`config.mk`:
```
export PLATFORM = sky130hd
export DESIGN_NAME = std_seq_mem_d1
export DESIGN_NICKNAME = d
export VERILOG_FILES = /design/src/rtl/std_seq_delay.sv /design/src/rtl/std_seq_mem_d1.sv
export SDC_FILE = /design/constraint.sdc
export NUM_CORES = 1
export LEC_CHECK = 0
export BUFFER_PORTS_ARGS = -buffer_cell sky130_fd_sc_hd__buf_2
export CAP_MARGIN = 20
export CORE_MARGIN = 2
export CORE_UTILIZATION = 45
export CTS_CLUSTER_SIZE = 20
export DETAILED_ROUTE_END_ITERATION = 10
export SYNTH_ARGS = -nofsm -noshare
export SYNTH_HDL_FRONTEND = slang
export SYNTH_SLANG_ARGS = --single-unit
```
`constraint.sdc`:
```
create_clock -name clk -period 4.32 [get_ports clk]
set_input_delay 0.648 -clock clk [delete_from_list [all_inputs] [get_ports clk]]
set_output_delay 0.648 -clock clk [all_outputs]
set_load 0.01 [all_outputs]
```
`src/rtl/std_seq_delay.sv`:
```
// Valid/data shift register used to stretch the read pipeline.
// Data in each stage only moves when a valid word arrives, so the tail holds.
module std_seq_delay #(
    parameter int WIDTH = 32,
    parameter int DEPTH = 1
) (
    input  logic             clk,
    input  logic             reset,
    input  logic             in_valid,
    input  logic [WIDTH-1:0] in_data,
    output logic             out_valid,
    output logic [WIDTH-1:0] out_data
);

    logic [DEPTH-1:0]            valid_q;
    logic [DEPTH-1:0]            valid_d;
    logic [DEPTH-1:0][WIDTH-1:0] data_q;
    logic [DEPTH-1:0][WIDTH-1:0] data_d;

    always_comb begin
        valid_d    = '0;
        data_d     = data_q;
        valid_d[0] = in_valid;
        if (in_valid) begin
            data_d[0] = in_data;
        end
        for (int i = 1; i < DEPTH; i++) begin
            valid_d[i] = valid_q[i-1];
            if (valid_q[i-1]) begin
                data_d[i] = data_q[i-1];
            end
        end
    end

    always_ff @(posedge clk) begin
        if (reset) begin
            valid_q <= '0;
            data_q  <= '0;
        end else begin
            valid_q <= valid_d;
            data_q  <= data_d;
        end
    end

    assign out_valid = valid_q[DEPTH-1];
    assign out_data  = data_q[DEPTH-1];

endmodule

```
`src/rtl/std_seq_mem_d1.sv`:
```
// Single-port 1-D memory with registered, pipelined reads.
// Read-before-write on a shared address; out-of-range reads return 0.
module std_seq_mem_d1 #(
    parameter int WIDTH        = 32,
    parameter int SIZE         = 16,
    parameter int IDX_SIZE     = 4,
    parameter int READ_LATENCY = 1
) (
    input  logic                clk,
    input  logic                reset,
    input  logic [IDX_SIZE-1:0] addr0,
    input  logic [WIDTH-1:0]    write_data,
    input  logic                write_en,
    input  logic                read_en,
    output logic [WIDTH-1:0]    read_data,
    output logic                read_done,
    output logic                write_done
);

    if (READ_LATENCY < 1 || READ_LATENCY > 4) begin : g_bad_lat
        $error("std_seq_mem_d1: READ_LATENCY must be 1..4");
    end
    if ((2 ** IDX_SIZE) < SIZE) begin : g_bad_idx
        $error("std_seq_mem_d1: IDX_SIZE too small for SIZE");
    end

    logic [WIDTH-1:0] mem_q [SIZE];

    logic             in_range;
    logic [WIDTH-1:0] rd_word;

    logic             s0_valid_q;
    logic             s0_valid_d;
    logic [WIDTH-1:0] s0_data_q;
    logic [WIDTH-1:0] s0_data_d;
    logic             wr_done_q;
    logic             wr_done_d;

    assign in_range = 32'(addr0) < SIZE;

    always_comb begin
        rd_word    = '0;
        s0_valid_d = read_en;
        s0_data_d  = s0_data_q;
        wr_done_d  = write_en;
        if (in_range) begin
            rd_word = mem_q[addr0];
        end
        if (read_en) begin
            s0_data_d = rd_word;
        end
    end

    // Storage has no reset so it maps onto block RAM.
    always_ff @(posedge clk) begin
        if (!reset && write_en && in_range) begin
            mem_q[addr0] <= write_data;
        end
    end

    always_ff @(posedge clk) begin
        if (reset) begin
            s0_valid_q <= 1'b0;
            s0_data_q  <= '0;
            wr_done_q  <= 1'b0;
        end else begin
            s0_valid_q <= s0_valid_d;
            s0_data_q  <= s0_data_d;
            wr_done_q  <= wr_done_d;
        end
    end

    assign write_done = wr_done_q;

    if (READ_LATENCY > 1) begin : g_pipe
        std_seq_delay #(
            .WIDTH (WIDTH),
            .DEPTH (READ_LATENCY - 1)
        ) u_delay (
            .clk       (clk),
            .reset     (reset),
            .in_valid  (s0_valid_q),
            .in_data   (s0_data_q),
            .out_valid (read_done),
            .out_data  (read_data)
        );
    end else begin : g_direct
        assign read_done = s0_valid_q;
        assign read_data = s0_data_q;
    end

endmodule

```
======== Word-level counts from Yosys, hierarchy flattened ========
Memory sizes are Yosys's and may differ from the RTL's. A register that Yosys moved wholly into a read port is not among the register bits.
Index checks and enable logic that the tools add are counted.
cells by class
  multiplexer cells ....................... 2
  reductions and logical operators ........ 2
operator list
  operator           number
  two-way mux 1 bit  2
  logical AND 1 bit  1
  zero test 1 bit    1
word-level totals
  register bits after elaboration ......... 2
  memory bits (writable) .................. 512
  input bits .............................. 40
  output and inout port bits .............. 34
  memories ................................ 1
memories
  memory  depth  bits a word  read ports  clocked after memory_dff  write ports  RTL line              RTL
  mem_q   16     32           1           1                         1            std_seq_mem_d1.sv:27  logic [WIDTH-1:0] mem_q [SIZE];

======== Longest topological paths before layout ========
  depth in word-level cells ............... 4
  depth in mapped cells ................... 7
  gate-level depth less buffers ........... 4

======== Worst setup path before layout ========
OpenSTA, ideal clock, no wires.
  kind .................................... in2reg
  start ................................... in addr0[0]
  end ..................................... mem mem_q[3][0] (enable)
  arrival time ............................ 3.640 ns
  data required time ...................... 3.859 ns
  slack ................................... 0.219 ns
  stages .................................. 6
  path buffers ............................ 3
  cell sequence ........................... buf_6 -> and2_1 -> clkbuf_1 -> buf_2 -> nand2_1 -> nor3_1
RTL lines
  what                RTL line              RTL
  start: declaration  std_seq_mem_d1.sv:11  input logic [IDX_SIZE-1:0] addr0,
  end: declaration    std_seq_mem_d1.sv:27
No word-level cell before the write port.

======== Worst setup path after layout ========
  start ................................... in addr0[1]
  end ..................................... mem mem_q[11][5] (enable)
No word-level cell before the write port.

==> reports/metrics.yaml <==
place:
  place.port_buffers: 73
  dp.cells: 1766
  gp_congestion: 0.7389
  hpwl_um: 25070
  pre_cts_ws_ps: 1081
  place_area_sq_um: 21950
logic_synthesis:
  synth-simple-area-share_pct: 3.267
  synth.area.mux_share_pct: 12.68
  synth-adder-area-share_pct: 0
  ys_seq_area_share_pct: 77.07
  synth_cells: 1131
  synth_top_family_by_area: "multiplexers"
  ys_async_sr_fraction_pct: 0
  synth_edf_count: 512
  syn_nets: 1171
  ys_seq_elements: 546
  yosysTopAreaCell: "edfxtp_1"
  netlist_top_cells_area: "edfxtp_1 (74%), mux2i_1 (9.2%), mux4_2 (3.5%)"
  synth_compound_area_share_pct: 4.823
  syn-cell-area_sq_um: 20830
  yosys.area.top_type_share_pct: 73.80
  yosys_warnings: 0
  synth-xor-area-share_pct: 0
  synth_area_per_cell_sq_um: 18.42
  synth_cell_types: 26
  ys.flop_type: "edfxtp_1"
  ys_top_cells_by_count: "edfxtp_1 (512), mux2i_1 (192), nor2_1 (77)"
  post-synth-top-count-cell: "edfxtp_1"
setup_path:
  crit_path_max_incr_delay_ps: 720
  cp-start-kind: "primary input"
  critPathCaptureType: "flip-flop"
  critical_path_required_ps: 4600
  cp_cell_sequence: "buf_2 > and2_2 > nand2_1 > nor2_4 > buf_4"
  crit_type: "in2reg"
  critPathMaxFanout: 40
  cp_slowest_cell: "buf_2"
  cp_data_arrival_time_ps: 2880
  critPathTopFamily: "simple AND/OR/NAND/NOR gates"
  critPathBufInv: 2
sta:
  period_share_pct: 60.16
  finClkSkew_ps: 18.46
  rsz0062_at_grt: "false"
  tns_ps: 0
  tightest_slew_ps: 1069
  finalSetupViolCount: 0
  min_period_ps: 2599
  setup_ws_ps: 1721
  finalMaxSlewViolations: 0
  hold_viol: 0
  max_slew_margin_pct: 28.70
  fmax_mhz: 384.8
global_route:
  grt_pass1_vias: 10734
  track_usage_pct: 19.51
  grt_max_degree: 73
  grt_antenna_before_repair: 0
  grt_pass1_wl_um: 68260
  gr-total-overflow: 0
final_layout:
  nets: 1263
  final_area_sq_um: 23720
  finalNonFillerCells: 1868
  diodes: 0
  drive_gt1_share_pct: 19.24
  area_delta_synth_final_pct: 13.87
  nFillCells: 3658
floorplan:
  core-area_sq_um: 45580
  fp.dieW_um: 219.2
  rows: 78
  ioPinCount: 74
  die_y_um: 219.2
  die_area_sq_um: 48030
  initial_core_util_pct: 45.71
power_and_ir_drop:
  power_mw: 11.11
  power.density_nw_per_um2: 468.3
  p_leak_nw: 8.113
  vdd_drop_max_uv: 348.0
routing:
  wire_per_inst_um: 24.74
  vias: 10587
  drtIter0Drc: 845
  via_per_inst: 5.668
  wl_um: 46210
  detail-route-antenna-nets: 0
  dr.pass1.iters: 5
  drc_errors: 0
clock_network:
  ctsRootBufferMaster: "clkbuf_16"
  cts_num_sinks: 546
  htreeDepth: 2
  cts-buffers-inserted: 55
  path_clk_slew_ps: 60
  clk_latency_ps: 590
  cts_hold_buf: 0
  cts_resized: 0
  cts.path.max_buffers: 3
  cts_tree: "yes"
  post-cts-setup-buffer-count: 0
flow_run:
  drv_cap: 0
outcome:
  outcome: "completed"
hold_path:
  hp-class: "in2reg"
flip-flops by register name, summed over array words and instances, names as in the netlist:
register,count
mem_q,512
write_done,1
read_done,1
read_data,32
layer usage:
metal | part of all wire, % | global-route usage (%) | vias up | wire length [um]
met5 | 0 | 0 | - | 0
met4 | 3.0 | 7.613 | 0 | 1391
li1 | - | - | 4733 | -
met1 | 44 | 26.72 | 5492 | 20430
met2 | 48 | 31.60 | 282 | 22080
met3 | 5.0 | 2.966 | 80 | 2317
cell usage in the layout (no fill, tap or decap), types with 4 or more instances in the layout:
master	synthesis	routed
clkbuf_1	27	15
dfxtp_1	34	34
clkinv_2	0	11
nor2_1	77	65
a2bb2oi_1	32	32
bufinv_16	0	6
nand2_1	36	36
buf_12	2	4
a311oi_1	26	26
edfxtp_1	512	512
nand3_1	32	32
clkinv_1	0	11
buf_2	17	71
buf_4	16	31
o22ai_1	63	63
a311oi_2	6	6
mux2i_1	192	192
mux4_2	32	32
nor2_4	0	12
clkbuf_16	0	57
nor3_2	0	4
stage by stage:
step                      hold slack, ps  utilization (%)
after CTS                          344.4            52.05
final                              398.5            52.05
after detailed placement           483.8            48.16
after global routing               352.8            52.05
after floorplan                    503.2                -
after global placement             484.7            48.16
worst reg2reg max path: stages, from the launching register on:
cell	delay, ps
edfxtp_1	370
mux4_2	530
a2bb2oi_1	150
nand3_1	160
a311oi_1	110
path summary, 6_finish.rpt:
| check | endpoint | cells past startpoint | slack (ps) | from |
|---|---|---|---|---|
| hold / removal | write_done$_SDFF_PP0_ | 2 | 400 | reset |
| setup / recovery | mem_q[11][5]$_DFFE_PP_ | 5 | 1720 | addr0[1] |
| hold reg to reg | read_data[2]$_SDFFE_PP0P_ | 2 | 490 | read_data[2]$_SDFFE_PP0P_ |
| setup reg to reg | read_data[2]$_SDFFE_PP0P_ | 4 | 2830 | mem_q[13][2]$_DFFE_PP_ |
power breakdown:
group	total, mW	leakage (nW)	internal [mW]	switching [mW]
Sequential	5.90	4.90	5.86	0.0313
Clock	4.67	0.865	2.76	1.90
Combinational	0.545	2.35	0.197	0.348
kinds of logic after synthesis:
kind of cell	after synthesis
buf+inv	73
simple gates	160
flops	546
compound gates	128
mux	224
final cells by class:
type,count,area (sq um),area share [%]
sequential,546,16060,67.68
multi-input combinational,512,4448,18.75
clock buffer,72,1483,6.250
tap,600,750.7,3.165
timing repair buffer,108,694.4,2.927
clock inverter,30,291.5,1.229
Note: power is estimated with default switching activity, not from simulation.
